`config.mk`:
```
export PLATFORM = sky130hd
export DESIGN_NAME = mc_control
export DESIGN_NICKNAME = d
export VERILOG_FILES = /design/src/rtl/mc_pkg.sv /design/src/rtl/mc_opdecode.sv /design/src/rtl/mc_control.sv
export SDC_FILE = /design/constraint.sdc
export NUM_CORES = 1
export LEC_CHECK = 0
export BUFFER_PORTS_ARGS = -buffer_cell sky130_fd_sc_hd__buf_2
export CORE_MARGIN = 2
export CORE_UTILIZATION = 35
export CTS_CLUSTER_SIZE = 25
export DETAILED_ROUTE_END_ITERATION = 12
export GPL_TIMING_DRIVEN = 0
export PLACE_DENSITY = 0.53
export SLEW_MARGIN = 5
export SYNTH_ARGS = -nofsm -noshare
export SYNTH_HDL_FRONTEND = slang
export SYNTH_SLANG_ARGS = --single-unit
```
`constraint.sdc`:
```
create_clock -name clk -period 5.2 [get_ports clk]
set_clock_uncertainty 0.2 [all_clocks]
set_input_delay 1.04 -clock clk [delete_from_list [all_inputs] [get_ports clk]]
set_output_delay 1.04 -clock clk [all_outputs]
set_load 0.1 [all_outputs]
```
`src/rtl/mc_pkg.sv`:
```
// Shared constants for the multicycle controller: state codes, opcodes and
// the mux/ALU encodings driven onto the datapath.
package mc_pkg;

  typedef enum logic [3:0] {
    S_FETCH  = 4'd0,
    S_DECODE = 4'd1,
    S_MADDR  = 4'd2,
    S_MRD    = 4'd3,
    S_MWB    = 4'd4,
    S_MWR    = 4'd5,
    S_REX    = 4'd6,
    S_RWB    = 4'd7,
    S_BR     = 4'd8,
    S_JMP    = 4'd9,
    S_IEX    = 4'd10,
    S_IWB    = 4'd11,
    S_JAL    = 4'd12,
    S_LUI    = 4'd13,
    S_TRAP   = 4'd14
  } state_t;

  localparam logic [5:0] OP_R    = 6'h00;
  localparam logic [5:0] OP_J    = 6'h02;
  localparam logic [5:0] OP_JAL  = 6'h03;
  localparam logic [5:0] OP_BEQ  = 6'h04;
  localparam logic [5:0] OP_BNE  = 6'h05;
  localparam logic [5:0] OP_ADDI = 6'h08;
  localparam logic [5:0] OP_SLTI = 6'h0A;
  localparam logic [5:0] OP_LUI  = 6'h0F;
  localparam logic [5:0] OP_LW   = 6'h23;
  localparam logic [5:0] OP_SW   = 6'h2B;

  localparam logic [1:0] DST_RT  = 2'd0;
  localparam logic [1:0] DST_RD  = 2'd1;
  localparam logic [1:0] DST_R31 = 2'd2;

  localparam logic [1:0] M2R_ALUOUT = 2'd0;
  localparam logic [1:0] M2R_MDR    = 2'd1;
  localparam logic [1:0] M2R_PC     = 2'd2;
  localparam logic [1:0] M2R_UPPER  = 2'd3;

  localparam logic [1:0] PCS_ALU    = 2'd0;
  localparam logic [1:0] PCS_ALUOUT = 2'd1;
  localparam logic [1:0] PCS_JUMP   = 2'd2;
  localparam logic [1:0] PCS_VECTOR = 2'd3;

  localparam logic [1:0] SRCB_REG  = 2'd0;
  localparam logic [1:0] SRCB_FOUR = 2'd1;
  localparam logic [1:0] SRCB_IMM  = 2'd2;
  localparam logic [1:0] SRCB_BOFF = 2'd3;

  localparam logic [1:0] ALU_ADD   = 2'd0;
  localparam logic [1:0] ALU_SUB   = 2'd1;
  localparam logic [1:0] ALU_FUNCT = 2'd2;
  localparam logic [1:0] ALU_SLT   = 2'd3;

  function automatic logic is_mem_state(input state_t s);
    return (s == S_FETCH) || (s == S_MRD) || (s == S_MWR);
  endfunction

endpackage

```
`src/rtl/mc_opdecode.sv`:
```
// Opcode classifier: maps an opcode to the state that executes it and flags
// opcodes this build does not implement. Purely combinational.
module mc_opdecode
  import mc_pkg::*;
#(
  parameter int EXT_OPS = 1
) (
  input  logic [5:0] op,
  output state_t     next_state,
  output logic       legal
);

  logic ext_en;
  assign ext_en = (EXT_OPS != 0);

  always_comb begin
    legal      = 1'b1;
    next_state = S_TRAP;
    case (op)
      OP_LW, OP_SW:     next_state = S_MADDR;
      OP_R:             next_state = S_REX;
      OP_BEQ:           next_state = S_BR;
      OP_J:             next_state = S_JMP;
      OP_ADDI, OP_SLTI: begin
        if (ext_en) next_state = S_IEX;
        else        legal      = 1'b0;
      end
      OP_JAL: begin
        if (ext_en) next_state = S_JAL;
        else        legal      = 1'b0;
      end
      OP_BNE: begin
        if (ext_en) next_state = S_BR;
        else        legal      = 1'b0;
      end
      OP_LUI: begin
        if (ext_en) next_state = S_LUI;
        else        legal      = 1'b0;
      end
      default:          legal      = 1'b0;
    endcase
    if (!legal) next_state = S_TRAP;
  end

endmodule

```
`src/rtl/mc_control.sv`:
```
// Multicycle MIPS-style control FSM. Outputs are decoded from the state
// register and the opcode captured in DECODE.
module mc_control
  import mc_pkg::*;
#(
  parameter int MEM_HANDSHAKE = 1,
  parameter int EXT_OPS       = 1,
  parameter int TIMEOUT       = 15
) (
  input  logic       clk,
  input  logic       rst_n,
  input  logic [5:0] op,
  input  logic       mem_ready,
  output logic       PCWrite,
  output logic       PCWriteCond,
  output logic       BranchNE,
  output logic       IorD,
  output logic       MemRead,
  output logic       MemWrite,
  output logic       IRWrite,
  output logic       RegWrite,
  output logic       ALUSrcA,
  output logic [1:0] RegDst,
  output logic [1:0] MemToReg,
  output logic [1:0] ALUSrcB,
  output logic [1:0] ALUop,
  output logic [1:0] PCSource,
  output logic [3:0] state,
  output logic       exc
);

  localparam logic [3:0] TIMEOUT_CNT = TIMEOUT[3:0];

  state_t     state_q;
  logic [5:0] op_q;
  logic [3:0] wait_cnt;
  state_t     dec_next;
  logic       dec_legal;
  state_t     mem_next;
  logic       mem_done;
  logic       time_up;

  mc_opdecode #(
    .EXT_OPS(EXT_OPS)
  ) u_opdecode (
    .op        (op),
    .next_state(dec_next),
    .legal     (dec_legal)
  );

  // Memory handshake: an access completes in any cycle where mem_ready is
  // high, or every cycle when the handshake is disabled. A completing cycle
  // beats a timeout that falls in the same cycle.
  assign mem_done = (MEM_HANDSHAKE == 0) || mem_ready;
  assign time_up  = (wait_cnt == TIMEOUT_CNT);

  always_comb begin
    mem_next = S_FETCH;
    case (state_q)
      S_FETCH: mem_next = S_DECODE;
      S_MRD:   mem_next = S_MWB;
      default: mem_next = S_FETCH;
    endcase
  end

  always_ff @(posedge clk or negedge rst_n) begin
    if (!rst_n) begin
      state_q  <= S_FETCH;
      op_q     <= '0;
      wait_cnt <= '0;
    end else begin
      // Any step that is not a stall leaves the counter clear, so each
      // memory state is entered with a count of zero.
      wait_cnt <= '0;
      case (state_q)
        S_FETCH, S_MRD, S_MWR: begin
          if (mem_done)     state_q <= mem_next;
          else if (time_up) state_q <= S_TRAP;
          else              wait_cnt <= wait_cnt + 4'd1;
        end
        S_DECODE: begin
          op_q    <= op;
          state_q <= dec_legal ? dec_next : S_TRAP;
        end
        S_MADDR: begin
          if (op_q == OP_LW)      state_q <= S_MRD;
          else if (op_q == OP_SW) state_q <= S_MWR;
          else                    state_q <= S_FETCH;
        end
        S_REX:   state_q <= S_RWB;
        S_IEX:   state_q <= S_IWB;
        default: state_q <= S_FETCH;
      endcase
    end
  end

  always_comb begin
    PCWrite     = 1'b0;
    PCWriteCond = 1'b0;
    BranchNE    = 1'b0;
    IorD        = 1'b0;
    MemRead     = 1'b0;
    MemWrite    = 1'b0;
    IRWrite     = 1'b0;
    RegWrite    = 1'b0;
    ALUSrcA     = 1'b0;
    RegDst      = DST_RT;
    MemToReg    = M2R_ALUOUT;
    ALUSrcB     = SRCB_REG;
    ALUop       = ALU_ADD;
    PCSource    = PCS_ALU;
    exc         = 1'b0;
    case (state_q)
      S_FETCH: begin
        MemRead = 1'b1;
        ALUSrcB = SRCB_FOUR;
        // IR and PC load only on the completing fetch cycle, never in reset.
        IRWrite = rst_n & mem_done;
        PCWrite = rst_n & mem_done;
      end
      S_DECODE: ALUSrcB = SRCB_BOFF;
      S_MADDR: begin
        ALUSrcA = 1'b1;
        ALUSrcB = SRCB_IMM;
      end
      S_MRD: begin
        MemRead = 1'b1;
        IorD    = 1'b1;
      end
      S_MWB: begin
        RegWrite = 1'b1;
        MemToReg = M2R_MDR;
      end
      S_MWR: begin
        MemWrite = 1'b1;
        IorD     = 1'b1;
      end
      S_REX: begin
        ALUSrcA = 1'b1;
        ALUop   = ALU_FUNCT;
      end
      S_RWB: begin
        RegWrite = 1'b1;
        RegDst   = DST_RD;
      end
      S_BR: begin
        ALUSrcA     = 1'b1;
        ALUop       = ALU_SUB;
        PCWriteCond = 1'b1;
        PCSource    = PCS_ALUOUT;
        BranchNE    = (op_q == OP_BNE);
      end
      S_JMP: begin
        PCWrite  = 1'b1;
        PCSource = PCS_JUMP;
      end
      S_JAL: begin
        RegWrite = 1'b1;
        RegDst   = DST_R31;
        MemToReg = M2R_PC;
        PCWrite  = 1'b1;
        PCSource = PCS_JUMP;
      end
      S_IEX: begin
        ALUSrcA = 1'b1;
        ALUSrcB = SRCB_IMM;
        ALUop   = (op_q == OP_SLTI) ? ALU_SLT : ALU_ADD;
      end
      S_IWB: RegWrite = 1'b1;
      S_LUI: begin
        RegWrite = 1'b1;
        MemToReg = M2R_UPPER;
      end
      S_TRAP: begin
        PCWrite  = 1'b1;
        PCSource = PCS_VECTOR;
        exc      = 1'b1;
      end
      default: ;
    endcase
  end

  assign state = state_q;

endmodule
```
==> summary.txt <==
CTS
  – Root buffer cell: clkbuf_4
  – Hold-fix buffers, CTS: 0
  – Post-CTS sizing: 0
  – H-tree depth: 1
  – Clock Latency Late Sink: 280 ps
  – TritonCTS clock tree: done
  – Clk pin slew, worst setup/hold paths: 90 ps
  – Num CTS Buffers: 3
  – Post-CTS setup buffers: 0
  – CTS sink cnt: 14
  – CTS max path bufs: 2

Die
  – Chip width: 63.7 µm
  – Cell Rows: 21
  – DIE HEIGHT: 63.7 µm
  – Core area: 3390 µm²
  – Starting density of the core: 36.8%
  – DIE AREA: 4050 µm²
  – I/O pin total: 33

GRT
  – Global route hottest layer: met2
  – Congestion Overflow GR: 0
  – Grt met2 use: 25.7%
  – Met1 Track Usage GR: 21.3%
  – Initial antenna violation count: 0
  – Global-route wire length before repair: 5000 µm
  – Routing usage on met3: 1.79%
  – Vias in the first global route: 1040
  – GRT Util Overall: 15.6%
  – Largest net degree at the start of global routing: 16

Yosys
  – Register bit count reported by yosys: 14
  – Top cell type's share of synthesized area: 28.1%
  – Synthesized instance count: 144
  – Largest cells by area after synthesis: dfrtp_1 28%, nor2_1 6.0%, mux2_2 5.4%, buf_6 4.5%, clkbuf_8 4.4%
  – Post-synth EDFFs: 0
  – Top cell type by total area after synthesis: dfrtp_1
  – Asr flop ratio synth: 100%
  – Post-synthesis sequential area ratio: 28.1%
  – Avg Cell Area, Syn: 8.65 µm²
  – Post-Syn Area: 1250 µm²
  – Yosys warns: 0
  – Syn_nets: 154
  – Post-synth cell types: 51
  – Main flop type after synthesis: dfrtp_1

Flow run
  – Number of max-cap violations: 0

STA
  – Transition time of the tightest slew-check pin: 590 ps
  – Fin crit period: 3610 ps
  – Final Max Tran Viols: 0
  – Final Hold Viols: 0
  – Max Fclk: 0.277 GHz
  – Period utilisation layout: 69.4%
  – RSZ-0062 raised after global routing: no
  – Setup violators final: 0
  – Total negative slack: 0 ps
  – Rel. slew slack: 60.1%
  – Final WS setup: 1590 ps

Drt
  – Antenna viol nets, final: 0
  – Routed Wire Length: 3070 µm
  – Routed WL per cell: 13.6 µm
  – Drt first pass iters: 4
  – Vias: 1164
  – DRC: 0
  – Via density: 5.17
  – DRT iter0 DRCs: 38

Layout
  – Fin area: 1500 µm²
  – Post-Layout Cell Count: 225
  – Filler Cells Inserted: 337
  – Synth-to-Final Area Change: 20.5%
  – Ant diodes: 0
  – Commonest cells after routing, fill and taps aside: 31 x buf_2, 20 x nor2_1, 14 x dfrtp_1
  – Layout cells sized above 1: 34.1%
  – Most common cell after layout, fill and taps aside: buf_2
  – Nets@finish: 190

Placed design
  – RD Place Congestion: 0.794
  – IO Port Bufs: 31
  – Placed Area: 1470 µm²
  – DPL Wire Length: 2410 µm
  – Place WS: 1720 ps
  – Cells after DPL: 221

Critical path
  – Critical Path Slowest Stage Cell: nor4b_1
  – Setup Crit Path Kind: reg -> out
  – Reg2reg end: state[0]$_DFFE_PN0P_
  – Reg2reg setup slack: 3240 ps
  – Setup crit end kind: output port
  – Critical Path Start Type: register
  – Worst setup path endpoint: ALUop[1]
  – Crit-path max FO: 3
  – CP Data Required Time: 3960 ps
  – Slowest stage delay, CP: 560 ps
  – Critical path cell sequence: or3b_4 -> nor4b_1 -> nand2_1 -> a21oi_1 -> buf_2
  – RR Startpoint: wait_cnt[0]$_DFF_PN0_
  – Reg2reg path depth: 5
  – Crit. Startpoint: op_q[4]$_DFFE_PN0P_
  – CP Depth: 5
  – Crit path DAT: 2370 ps
  – Crit path max-delay family: simple AND/OR/NAND/NOR gates
  – CP Buf/Inv Count: 1

Outcome
  – Outcome: finished clean

Min path
  – HP Class: reg -> reg
  – Launch point of the worst hold path: wait_cnt[0]$_DFF_PN0_
==> kinds of logic (layout without fill, tap and decap cells) <==
| family | count (synthesis) | in the layout | synth area share (%) |
|---|---|---|---|
| simple gates | 62 | 62 | 27.2 |
| mux | 8 | 8 | 7.03 |
| xor+xnor | 6 | 6 | 4.22 |
| fa+ha+maj | 1 | 1 | 1.00 |
| compound gates | 34 | 34 | 19.6 |
| buf+inv | 19 | 54 | 12.9 |
| flops | 14 | 14 | 28.1 |
==> worst min-delay path by stage <==
| stage | to | cells after the start |
|---|---|---|
| 2_1_floorplan | wait_cnt[0]$_DFF_PN0_ | 1 |
| 3_3_place_gp | wait_cnt[0]$_DFF_PN0_ | 1 |
| 3_5_place_dp | wait_cnt[0]$_DFF_PN0_ | 1 |
| 4_1_cts | wait_cnt[0]$_DFF_PN0_ | 1 |
| 5_1_grt | wait_cnt[0]$_DFF_PN0_ | 1 |
| 6_report | wait_cnt[0]$_DFF_PN0_ | 1 |
==> worst register-to-register path: stages (launching register included) <==
cell	delay, ps
dfrtp_1	380
ha_1	220
a31oi_1	200
a221oi_1	340
a311oi_1	90
or3_2	420
==> sequential cells by signal (all words and copies together), names as in the netlist <==
register	flops
wait_cnt	4
state	4
op_q	6
==> layer usage <==
layer / routed length (µm) / vias to the layer above
met4: 17 / 0
met1: 1480 / 548
met3: 102 / 2
met5: 0 / -
li1: - / 588
met2: 1470 / 26
==> cell usage after synthesis (2+ instances only) <==
cell	instances
a31oi_1	2
mux2i_1	2
dfrtp_1	14
clkbuf_1	3
nand3_1	3
inv_1	5
and2_1	2
nor3_1	7
a21oi_1	8
nor2_1	20
nor2b_1	2
xnor2_1	4
and3_1	2
nand2_1	9
nand2b_1	5
buf_6	5
nor4_1	3
o21ai_0	6
mux2_2	6
xor2_1	2
clkbuf_8	4
==> area by class of cell <==
type                            count  area (µm²)  area share [%]
Inverter                            6        22.5            1.50
Clock buffer                        4        36.3            2.42
Buffer                             13         138            9.17
Timing Repair Buffer               31         155            10.3
Sequential cell                    14         350            23.3
Tap cell                           46        57.6            3.83
Multi-Input combinational cell    111         742            49.4
==> metrics by stage <==
step / hold WS (ps) / utilization [%]
finish: 270 / 44.3
global route: 292 / 44.3
CTS: 272 / 44.3
detailed placement: 261 / 43.2
global placement: 245 / 43.2
floorplan: 231 / -
Power is not shown: default switching activity piles up to over one toggle a cycle in this logic, so the estimate is an artifact.
